--- config.mk ---
export PLATFORM = sky130hd
export DESIGN_NAME = mem_port_arbiter
export DESIGN_NICKNAME = d
export VERILOG_FILES = /design/src/rtl/mem_port_arbiter.sv
export SDC_FILE = /design/constraint.sdc
export NUM_CORES = 1
export LEC_CHECK = 0
export CAP_MARGIN = 20
export CORE_AREA = 5 5 127 129
export CTS_CLUSTER_DIAMETER = 30
export DETAILED_ROUTE_END_ITERATION = 10
export DIE_AREA = 0 0 132 134
export GPL_TIMING_DRIVEN = 1
export HOLD_SLACK_MARGIN = 0.05
export SLEW_MARGIN = 40
export SYNTH_ARGS = -nofsm -noshare
export SYNTH_HDL_FRONTEND = slang
export SYNTH_SLANG_ARGS = --single-unit
--- constraint.sdc ---
create_clock -name clk -period 3 [get_ports clk]
set_clock_uncertainty 0.2 [all_clocks]
set_input_delay 0.3 -clock clk [delete_from_list [all_inputs] [get_ports clk]]
set_output_delay 0.3 -clock clk [all_outputs]
set_load 0.03 [all_outputs]
--- src/rtl/mem_port_arbiter.sv ---
// Purpose : two-requester arbiter in front of one memory read port and one write port.
// Latency : grant is combinational in the request cycle; read data returns one cycle after the grant.
// Backpressure: a requester holds its beat until gntN; the other requester is stalled while a locked burst runs.
//
// Ports:
//   clk, reset            rising-edge clock, synchronous active-high reset
//   req/we/lock/addr/wdataN  per-requester beat request (0 = CPU data port, 1 = DMA/loader)
//   gntN                  beat accepted this cycle (combinational)
//   rvalidN, rdataN       read return, one cycle after the accepted read
//   mem_*                 shared memory: read address, read data (1-cycle latency), write enable/address/data
module mem_port_arbiter #(
    parameter int ADDR_W    = 32,
    parameter int DATA_W    = 32,
    parameter int MAX_BURST = 8
) (
    input  logic              clk,
    input  logic              reset,

    input  logic              req0,
    input  logic              we0,
    input  logic              lock0,
    input  logic [ADDR_W-1:0] addr0,
    input  logic [DATA_W-1:0] wdata0,

    input  logic              req1,
    input  logic              we1,
    input  logic              lock1,
    input  logic [ADDR_W-1:0] addr1,
    input  logic [DATA_W-1:0] wdata1,

    output logic              gnt0,
    output logic              gnt1,
    output logic              rvalid0,
    output logic              rvalid1,
    output logic [DATA_W-1:0] rdata0,
    output logic [DATA_W-1:0] rdata1,

    output logic [ADDR_W-1:0] mem_raddr,
    input  logic [DATA_W-1:0] mem_rdata,
    output logic              mem_wen,
    output logic [ADDR_W-1:0] mem_waddr,
    output logic [DATA_W-1:0] mem_wdata
);

    localparam int CNT_W = $clog2(MAX_BURST + 1);

    // Burst limit widened by one bit so burst_cnt+1 never wraps before the compare.
    localparam logic [CNT_W:0] BURST_LIM = (CNT_W + 1)'(MAX_BURST);
    localparam logic [CNT_W:0] CNT_ONE   = (CNT_W + 1)'(1);

    localparam logic [1:0] IDLE = 2'd0;
    localparam logic [1:0] OWN0 = 2'd1;
    localparam logic [1:0] OWN1 = 2'd2;

    logic [1:0]       state;
    logic [1:0]       state_nxt;
    logic             last_winner;
    logic             last_winner_nxt;
    logic [CNT_W-1:0] burst_cnt;
    logic [CNT_W-1:0] burst_cnt_nxt;
    logic             rvalid0_q;
    logic             rvalid1_q;

    // ------------------------------------------------------------------
    // Arbitration view for this cycle.
    // An owner that drops its request releases immediately, so the cycle is
    // arbitrated as if already IDLE, with the releasing owner counted as the
    // last winner and the burst count starting from zero.
    // ------------------------------------------------------------------
    logic             arb_open;
    logic             arb_last;
    logic [CNT_W-1:0] cnt_base;

    always_comb begin
        arb_open = 1'b0;
        arb_last = last_winner;
        cnt_base = burst_cnt;
        case (state)
            OWN0: begin
                if (!req0) begin
                    arb_open = 1'b1;
                    arb_last = 1'b0;
                    cnt_base = '0;
                end
            end
            OWN1: begin
                if (!req1) begin
                    arb_open = 1'b1;
                    arb_last = 1'b1;
                    cnt_base = '0;
                end
            end
            default: begin
                // IDLE, and the unused encoding recovers as IDLE
                arb_open = 1'b1;
                arb_last = last_winner;
                cnt_base = '0;
            end
        endcase
    end

    // ------------------------------------------------------------------
    // Grants. While owned and still requesting, the owner is the only
    // candidate; otherwise a tie goes to the requester that did not win last.
    // ------------------------------------------------------------------
    always_comb begin
        gnt0 = 1'b0;
        gnt1 = 1'b0;
        if (!reset) begin
            if (arb_open) begin
                if (req0 && req1) begin
                    gnt0 = arb_last;
                    gnt1 = !arb_last;
                end else begin
                    gnt0 = req0;
                    gnt1 = req1;
                end
            end else if (state == OWN0) begin
                gnt0 = 1'b1;   // not open in OWN0 implies req0 is high
            end else begin
                gnt1 = 1'b1;   // not open in OWN1 implies req1 is high
            end
        end
    end

    // ------------------------------------------------------------------
    // Ownership / burst bookkeeping
    // ------------------------------------------------------------------
    logic             beat;
    logic             beat_lock;
    logic [CNT_W:0]   cnt_inc;

    assign beat      = gnt0 | gnt1;
    assign beat_lock = gnt1 ? lock1 : lock0;
    assign cnt_inc   = {1'b0, cnt_base} + CNT_ONE;

    always_comb begin
        state_nxt       = state;
        last_winner_nxt = last_winner;
        burst_cnt_nxt   = burst_cnt;
        if (beat) begin
            if (beat_lock && (cnt_inc < BURST_LIM)) begin
                state_nxt     = gnt1 ? OWN1 : OWN0;
                burst_cnt_nxt = cnt_inc[CNT_W-1:0];
            end else begin
                // unlocked beat or burst limit reached: hand the port back
                state_nxt       = IDLE;
                burst_cnt_nxt   = '0;
                last_winner_nxt = gnt1;
            end
        end else if (arb_open) begin
            // Released owner with nobody taking the port; in IDLE arb_last
            // equals last_winner, so this holds the winner unchanged.
            state_nxt       = IDLE;
            burst_cnt_nxt   = '0;
            last_winner_nxt = arb_last;
        end
    end

    always_ff @(posedge clk) begin
        if (reset) begin
            state       <= IDLE;
            burst_cnt   <= '0;
            last_winner <= 1'b1;   // so the first post-reset tie goes to requester 0
            rvalid0_q   <= 1'b0;
            rvalid1_q   <= 1'b0;
        end else begin
            state       <= state_nxt;
            burst_cnt   <= burst_cnt_nxt;
            last_winner <= last_winner_nxt;
            rvalid0_q   <= gnt0 & ~we0;
            rvalid1_q   <= gnt1 & ~we1;
        end
    end

    // ------------------------------------------------------------------
    // Memory side. The address/data mux defaults to requester 0 when idle.
    // ------------------------------------------------------------------
    assign mem_raddr = gnt1 ? addr1  : addr0;
    assign mem_waddr = gnt1 ? addr1  : addr0;
    assign mem_wdata = gnt1 ? wdata1 : wdata0;
    assign mem_wen   = (gnt0 & we0) | (gnt1 & we1);

    // A read accepted just before reset rises would otherwise return its
    // rvalid during the reset cycle; masking with reset drops it.
    assign rvalid0 = rvalid0_q & ~reset;
    assign rvalid1 = rvalid1_q & ~reset;
    assign rdata0  = mem_rdata;
    assign rdata1  = mem_rdata;

endmodule

==> results.yml, run 1 <==
setup_path:
  reg2reg_to: "last_winner"
  cp-startpoint: "state[0]"
  endpoint: "mem_wdata[6]"
  critPathMaxFanout: 7
  crit_slowest_cell: "o311a_4"
  crit_top_cell: "buf_6"
  critical_path_arrival_ns: 2.45
  critPathMaxStageDelay_ns: 0.39
  cp_cell_sequence: "buf_4 -> ha_4 -> o311a_4 -> nor3_4 -> buf_6 -> buf_12 -> buf_8 -> mux2_4 -> buf_6"
  endpoint_kind: "primary output"
  r2r-start: "state[0]"
  crit_type: "reg2out"
  ff2ff_path_depth: 7
  crit_path_start_kind: "flop"
  rrSetupSlack_ns: 0.44
  worstPathRequired_ns: 2.50
final_layout:
  layoutNonFillerInstCount: 572
  area_growth_pct: 98.1
  layout_common_cells: "clkdlybuf4s50_1 (138), buf_2 (44), mux2_1 (32)"
  postLayoutCellArea_sq_um: 3980
  diodes: 0
  layout_commonest_cell: "clkdlybuf4s50_1"
  drive_gt1_share_pct: 37.0
  num-nets-final: 556
  n_fill_cell: 1619
sta:
  max_freq_mhz: 339
  rsz0062_at_grt: "true"
  min_period_over_period_pct: 98.4
  period_needed_ns: 2.95
  finalHoldViolCount: 0
  tightest_slew_ns: 0.515
  slew_violations: 0
  slew_headroom_pct: 65.4
  setup_violations: 0
grt:
  grt_pass1_vias: 2361
  grt_pass1_wl_um: 13700
  antenna_found_initial: 5
  grt_max_degree: 25
  grt_usage_pct: 9.82
  grt_overflow: 0
placed_design:
  dpl.hpwl_um: 8500
  port_buffers: 236
  routabilityCongestion: 0.758
  dp_cells: 563
  post_dp_cell_area_sq_um: 3970
die:
  num_rows: 45
  die_h_um: 134
  start_util_pct: 13.5
  pin_count: 333
  core-area_sq_um: 14900
  fp.dieArea_sq_um: 17700
  die_w_um: 132
logic_synthesis:
  synth-seq-area-share_pct: 8.98
  ys_types: 33
  synth_flop_cell: "dfxtp_1"
  postSynthCellCount: 224
  synth_nets: 395
  avgSynthCellArea_sq_um: 8.96
  async_flop_share_pct: 0
  ys_ff_latch: 9
  yosys_warnings: 0
  synth_edf_count: 0
  syn_area_sq_um: 2010
pwr:
  p_per_area_nw_per_um2: 325
  peakVddDrop_mv: 0.168
  p_leak_nw: 1.66
cts:
  cts_max_level: 1
  cts_tree: "done"
  cts-root-buf: "clkbuf_16"
  clk_pin_slew_worst_paths_ns: 0.04
  cts_buffers: 3
  clkLatencyLatePin_ns: 0.23
  clock_path_buffers: 2
  cts_sinks: 9
detailed_routing:
  routed_wl_um: 10100
  route.vias.total: 2155
  avgViaCountPerCell: 3.77
  antenna_left: 0
  routedWlPerCell_um: 17.6
  drtIter0Drc: 59
  drtPass1Iterations: 4
  drc: 0
run_status:
  status: "finished, final reports clean"
hold_path:
  min_path_type: "reg2reg"
flow_run:
  cap_violations: 0
-- worst max-delay path: cells and delay by family (launching register included) --
| family | cells | cell delay (ns) |
|---|---|---|
| compound gates | 1 | 0.39 |
| mux | 1 | 0.33 |
| simple gates | 1 | 0.24 |
| fa+ha+maj | 1 | 0.17 |
| buf+inv | 5 | 0.76 |
| flops | 1 | 0.31 |
-- Yosys cell counts, drive strengths merged (2+ instances only) --
master | count | area [sq um]
ha | 3 | 37.5
nand2b | 2 | 12.5
and2 | 3 | 18.8
nor4 | 2 | 12.5
a21oi | 3 | 15.0
nor2 | 6 | 22.5
inv | 2 | 7.51
dfxtp | 9 | 180
mux2 | 64 | 721
nor3 | 4 | 20.0
nor2b | 4 | 25.0
buf | 104 | 759
-- cell families (layout without fill, tap and decap cells) --
kind of cell               after synthesis  after routing  synth area share [%]
AOI/OAI and AO/OA                       12             12                  5.92
muxes                                   65             65                  36.4
other                                    1              1                 0.187
adders and majority gates                3              3                  1.87
DFF                                      9              9                  8.98
xor gates and xnor gates                 1              1                 0.436
and+or+nand+nor                         27             27                  7.98
buffers and inverters                  106            266                  38.2
-- where the power goes --
group | total (mW) | internal (mW) | switching [mW] | leakage [nW]
sequential | 0.131 | 0.128 | 0.00353 | 0.0747
clock | 0.234 | 0.177 | 0.0562 | 0.0382
combinational | 0.925 | 0.444 | 0.482 | 1.55
total | 1.29 | 0.749 | 0.541 | 1.66
-- cell type report --
type	count	area (sq um)	area share [%]
repair buffers	260	2350	59.1
clock buffers	4	78.8	1.98
flip-flops and latches	9	183	4.60
multi-input cells	109	1120	28.2
well taps	188	235	5.92
inverters	2	7.51	0.189
-- what timing repair did --
action,in CTS,in global routing
setup endpoints to repair,92,74
pin swaps,1,3
cloned,1,2
gates resized for setup,224,99
endpoints found under the hold margin,0,0
setup buffers,0,2
hold buffers,0,0
-- metrics by stage --
| step | setup WS [ns] | hold slack (ns) | setup TNS [ns] | utilization, % | total power [mW] |
|---|---|---|---|---|---|
| floorplan | 0.0193 | 0.177 | 0 | - | 0.809 |
| global placement | -0.174 | 0.314 | -11.58 | 26.6 | 1.09 |
| detailed placement | -0.213 | 0.320 | -13.57 | 26.6 | 1.09 |
| CTS | -0.0411 | 0.328 | -0.704 | 26.9 | 1.29 |
| global route | -0.0385 | 0.377 | -0.375 | 26.6 | 1.35 |
| finish | 0.0475 | 0.329 | 0 | 26.6 | 1.29 |
-- worst min path at each step --
stage,to,from,cells past startpoint
after global routing,last_winner,last_winner,2
after detailed placement,last_winner,last_winner,2
final,last_winner,last_winner,2
after floorplan,rvalid0_q,we0,1
after global placement,last_winner,last_winner,2
after CTS,last_winner,last_winner,2
-- per-layer routing --
layer  global-route usage (%)  up-vias  share of wire (%)
li1                         -      992                  -
met1                     9.83      953                 33
met2                     17.7      165                 51
met3                     5.66       35                 14
met4                     2.06       10                1.1
met5                        0        -               0.61
-- flip-flops by register name (all words and copies together), names as in the netlist --
name / flops
last_winner: 1
burst_cnt: 4
rvalid0_q: 1
state: 2
rvalid1_q: 1
Note: power is estimated with default switching activity, not from simulation.
==> inputs of run 2 (changes only) <==
==> constraint.sdc (replaced) <==
create_clock -name clk -period 3 [get_ports clk]
set_clock_uncertainty 0.2 [all_clocks]
set_input_delay 0.45 -clock clk [delete_from_list [all_inputs] [get_ports clk]]
set_output_delay 0.45 -clock clk [all_outputs]
set_load 0.03 [all_outputs]
==> run 2 against run 1 <==
- clock power shrank 2%
- worst hold slack gained 0.0018 ns
- utilization grew 2.4 points
- die area is the same
- non-clock buffer count grew 10
- setup slack lost 0.021 ns
- clock-buffer cell count is the same
- critical path depth shrank 1
- via count grew 0.70%
==> results.yml, run 2 (synthesis results as in run 1) <==
final_layout:
  diodes: 0
  largest_reg_flops: 4
  num-nets-final: 566
  layout_common_cells: "clkdlybuf4s50_1 (135), buf_4 (65), buf_6 (46)"
  max_flop_register: "burst_cnt"
  layout_commonest_cell: "clkdlybuf4s50_1"
  area_growth_pct: 116
  drive_gt1_share_pct: 51.0
  n_fill_cell: 1615
  reg_top3: "burst_cnt: 4 flops, state: 2 flops"
setup_path:
  worstPathRequired_ns: 2.35
  crit_path_start_kind: "flop"
  rrSetupSlack_ns: 0.45
  endpoint: "mem_raddr[14]"
  ff2ff_path_depth: 7
  reg2reg_to: "burst_cnt[2]"
  r2r-start: "state[0]"
  cp-startpoint: "state[0]"
  critical_path_arrival_ns: 2.32
  critPathMaxFanout: 5
  crit_type: "reg2out"
  endpoint_kind: "primary output"
cts:
  cts_tree: "done"
  cts_sinks: 9
  clock_path_buffers: 2
  clk_pin_slew_worst_paths_ns: 0.04
  clkLatencyLatePin_ns: 0.23
  cts_max_level: 1
  cts-root-buf: "clkbuf_16"
  cts_buffers: 3
detailed_routing:
  antenna_left: 0
  met2_length_um: 5100
  routedWlPerCell_um: 16.9
  dr_wl_met3_um: 1070
  drc: 0
  routed_wl_um: 9810
  route.vias.total: 2170
  avgViaCountPerCell: 3.73
  drtIter0Drc: 18
  drtPass1Iterations: 3
  routed.top_layer: "met4"
  wl_met1_um: 3200
placed_design:
  dpl_worst_slack_ns: -0.527
  routabilityCongestion: 0.832
  dpl.hpwl_um: 8180
  port_buffers: 236
grt:
  grt_usage_pct: 10.0
  grt_pass1_wl_um: 14100
  antenna_found_initial: 0
  grt_max_degree: 14
  grt_pass1_vias: 2508
  grt_overflow: 0
sta:
  finalHoldViolCount: 0
  slew_headroom_pct: 66.1
  setup_violations: 0
  postLayoutSetupSlackWorst_ns: 0.0262
  slew_violations: 0
  period_needed_ns: 2.97
  whs_ns: 0.331
  setup_tns_ns: 0
  rsz0062_at_grt: "true"
  tightest_slew_ns: 0.504
  max_freq_mhz: 336
  min_period_over_period_pct: 99.1
hold_path:
  min_path_type: "reg2reg"
die:
  num_rows: 45
  pin_count: 333
  start_util_pct: 13.5
  die_w_um: 132
  die_h_um: 134
  core-area_sq_um: 14900
  fp.dieArea_sq_um: 17700
pwr:
  p_leak_nw: 1.88
  p_per_area_nw_per_um2: 328
  peakVddDrop_mv: 0.146
run_status:
  status: "finished, final reports clean"
flow_run:
  cap_violations: 0
-- run 2: how the worst min path moves through the flow --
stage                            from     endpoint  slack (ns)  depth (start not counted)
after CTS                 last_winner  last_winner        0.33                          2
after global placement    last_winner  last_winner        0.32                          2
after global routing      last_winner  last_winner        0.37                          2
final                     last_winner  last_winner        0.33                          2
after floorplan           last_winner  last_winner        0.30                          2
after detailed placement  last_winner  last_winner        0.32                          2
-- run 2: power by group --
part	switching, mW	internal (mW)	leakage (nW)
sequential	0.00377	0.128	0.0747
clock	0.0530	0.177	0.0382
combinational	0.506	0.556	1.76
total	0.563	0.861	1.88
-- run 2: worst max-delay path, cell delays in order, from the launching register on --
cell,delay [ns]
dfxtp_2,0.33
inv_2,0.04
ha_4,0.23
o311a_4,0.37
nor3_4,0.17
buf_6,0.17
bufbuf_16,0.26
mux2_2,0.34
buf_4,0.17
-- run 2: per-stage QoR --
step	cell area (sq um)	cells	power (mW)	util [%]
6_report	4340	582	1.42	29.1
5_1_grt	4340	582	1.49	29.1
4_1_cts	4300	584	1.43	28.8
3_5_place_dp	4020	569	1.11	27.0
3_3_place_gp	4020	569	1.11	27.0
2_1_floorplan	2010	224	0.818	-
-- run 2: timing repair --
item / CTS / global route
endpoints found under the setup margin: 96 / 87
gates cloned: 3 / 0
hold buffers: 0 / 0
pin swaps: 2 / 2
resized for setup: 552 / 38
buffers inserted: 8 / 0
-- run 2: final cells by class --
cell class                      instances  area [sq um]  share of cell area (%)
Clock buffer                            4          78.8                    1.82
Inverter                                2          7.51                   0.173
Multi-Input combinational cell        109          1220                    28.1
Sequential cell                         9           183                    4.21
Tap cell                              188           235                    5.43
Timing Repair Buffer                  270          2610                    60.2
-- run 2: routing by layer --
layer | GRT usage, % | vias up
met5 | 0 | -
met3 | 3.56 | 42
met1 | 9.84 | 962
met2 | 18.9 | 154
met4 | 4.23 | 0
li1 | - | 1012
==> inputs of run 3 (changes only) <==
--- a/config.mk
+++ b/config.mk
@@ -6,12 +6,13 @@
 export NUM_CORES = 1
 export LEC_CHECK = 0
 export CAP_MARGIN = 20
-export CORE_AREA = 5 5 127 129
+export CORE_AREA = 2 2 128 130
 export CTS_CLUSTER_DIAMETER = 30
 export DETAILED_ROUTE_END_ITERATION = 10
-export DIE_AREA = 0 0 132 134
+export DIE_AREA = 0 0 130 132
 export GPL_TIMING_DRIVEN = 1
 export HOLD_SLACK_MARGIN = 0.05
+export PLACE_DENSITY = 0.58
 export SLEW_MARGIN = 40
 export SYNTH_ARGS = -nofsm -noshare
 export SYNTH_HDL_FRONTEND = slang
==> run 3 against run 2 <==
- final area rose by 4.6%
- clock power rose by 2%
- via count rose by 1.7%
- non-clock buffer count rose by 3
- first-iteration DRC count rose by 130%
- clock-buffer cell count did not move
- largest power group unchanged
==> results.yml, run 3 (synthesis results as in run 1) <==
setup_path:
  rrSetupSlack_ns: 0.20
  reg2reg_to: "burst_cnt[2]"
  endpoint_kind: "primary output"
  crit_type: "reg2out"
  critPathMaxFanout: 5
  ff2ff_path_depth: 9
  critical_path_arrival_ns: 2.30
  endpoint: "mem_raddr[1]"
  r2r-start: "state[0]"
  worstPathRequired_ns: 2.35
  cp-startpoint: "state[0]"
  crit_path_start_kind: "flop"
flow_run:
  cap_violations: 0
grt:
  grt_pass1_wl_um: 13000
  antenna_found_initial: 0
  grt_usage_pct: 9.68
  grt_max_degree: 13
  grt_overflow: 0
  grt_pass1_vias: 2451
cts:
  cts_buffers: 3
  cts_sinks: 9
  cts_max_level: 1
  cts-root-buf: "clkbuf_16"
  cts_tree: "done"
  clock_path_buffers: 2
  clk_pin_slew_worst_paths_ns: 0.04
  clkLatencyLatePin_ns: 0.23
final_layout:
  num-nets-final: 569
  area_growth_pct: 126
  drive_gt1_share_pct: 50.9
  largest_reg_flops: 4
  diodes: 0
  reg_top3: "burst_cnt: 4 flops, state: 2 flops"
  layout_common_cells: "clkdlybuf4s50_1 (135), buf_6 (65), buf_4 (36)"
  max_flop_register: "burst_cnt"
  layout_commonest_cell: "clkdlybuf4s50_1"
sta:
  finalHoldViolCount: 0
  max_freq_mhz: 338
  min_period_over_period_pct: 98.5
  postLayoutSetupSlackWorst_ns: 0.0457
  tightest_slew_ns: 0.524
  setup_tns_ns: 0
  slew_violations: 0
  setup_violations: 0
  rsz0062_at_grt: "true"
  slew_headroom_pct: 64.8
  period_needed_ns: 2.95
pwr:
  peakVddDrop_mv: 0.126
  p_per_area_nw_per_um2: 325
  p_leak_nw: 1.92
detailed_routing:
  drtIter0Drc: 42
  avgViaCountPerCell: 3.60
  met2_length_um: 5030
  routedWlPerCell_um: 15.0
  routed.top_layer: "met4"
  dr_wl_met3_um: 789
  drc: 0
  route.vias.total: 2207
  antenna_left: 0
  routed_wl_um: 9220
  drtPass1Iterations: 4
  wl_met1_um: 3110
hold_path:
  min_path_type: "reg2reg"
die:
  pin_count: 333
  start_util_pct: 12.8
  die_w_um: 130
  num_rows: 46
  die_h_um: 132
  core-area_sq_um: 15700
  fp.dieArea_sq_um: 17200
placed_design:
  port_buffers: 236
  dpl_worst_slack_ns: -0.513
  dpl.hpwl_um: 7200
  routabilityCongestion: 0.809
run_status:
  status: "finished, final reports clean"
run 3: changes by cell type in the layout (fill, tap and decap cells not counted), sizes merged:
| cell | previous run | this run |
|---|---|---|
| buf | 132 | 131 |
| dlymetal6s2s | 1 | 0 |
| clkdlybuf4s15 | 0 | 3 |
| bufbuf | 1 | 0 |
| clkbuf | 4 | 6 |
| dlygate4sd2 | 1 | 2 |
run 3: area by class of cell:
type / instances / area [sq um]
fill: 1624 / 11200
timing repair buffer: 273 / 2750
multi-input combinational: 109 / 1250
tap: 216 / 270
sequential: 9 / 183
clock buffer: 4 / 78.8
inverter: 2 / 7.51
run 3: how the worst min path moves through the flow:
stage / from / to / slack [ns] / cells after the start
6_report: last_winner / last_winner / 0.32 / 2
3_3_place_gp: last_winner / last_winner / 0.33 / 2
2_1_floorplan: last_winner / last_winner / 0.30 / 2
4_1_cts: last_winner / last_winner / 0.32 / 2
5_1_grt: last_winner / last_winner / 0.37 / 2
3_5_place_dp: last_winner / last_winner / 0.32 / 2
run 3: per-layer routing:
metal  global-route usage [%]  up-vias
li1                         -     1017
met1                     9.35     1011
met2                     19.9      156
met3                     1.58       23
met4                     3.41        0
met5                        0        -
run 3: critical path, stage by stage, from the launching register on:
cell and delay [ns]:
dfxtp_2 0.33, inv_2 0.04, ha_4 0.22, o311a_4 0.36
nor3_4 0.15, buf_6 0.16, buf_4 0.15, clkbuf_16 0.16
mux2_4 0.31, buf_4 0.17
run 3: repair_timing:
action                                  CTS  global route
pin swaps                                 3             5
gates resized for setup                 563            45
gates cloned                              4             2
hold buffers                              0             0
endpoints found under the setup margin   96            89
setup buffers                            12             4
run 3: per-stage QoR:
| step | total power [mW] | util (%) | area [sq um] | hold WS (ns) | instances |
|---|---|---|---|---|---|
| after global routing | 1.54 | 28.9 | 4530 | 0.375 | 613 |
| after detailed placement | 1.10 | 25.7 | 4040 | 0.320 | 596 |
| after global placement | 1.10 | 25.7 | 4040 | 0.325 | 596 |
| after CTS | 1.46 | 28.2 | 4440 | 0.325 | 615 |
| final | 1.47 | 28.9 | 4530 | 0.322 | 613 |
| after floorplan | 0.818 | - | 2010 | 0.299 | 224 |
run 3: power breakdown:
group / switching (mW) / internal, mW
Combinational: 0.522 / 0.585
Clock: 0.0578 / 0.178
Sequential: 0.00385 / 0.128
Total: 0.583 / 0.891
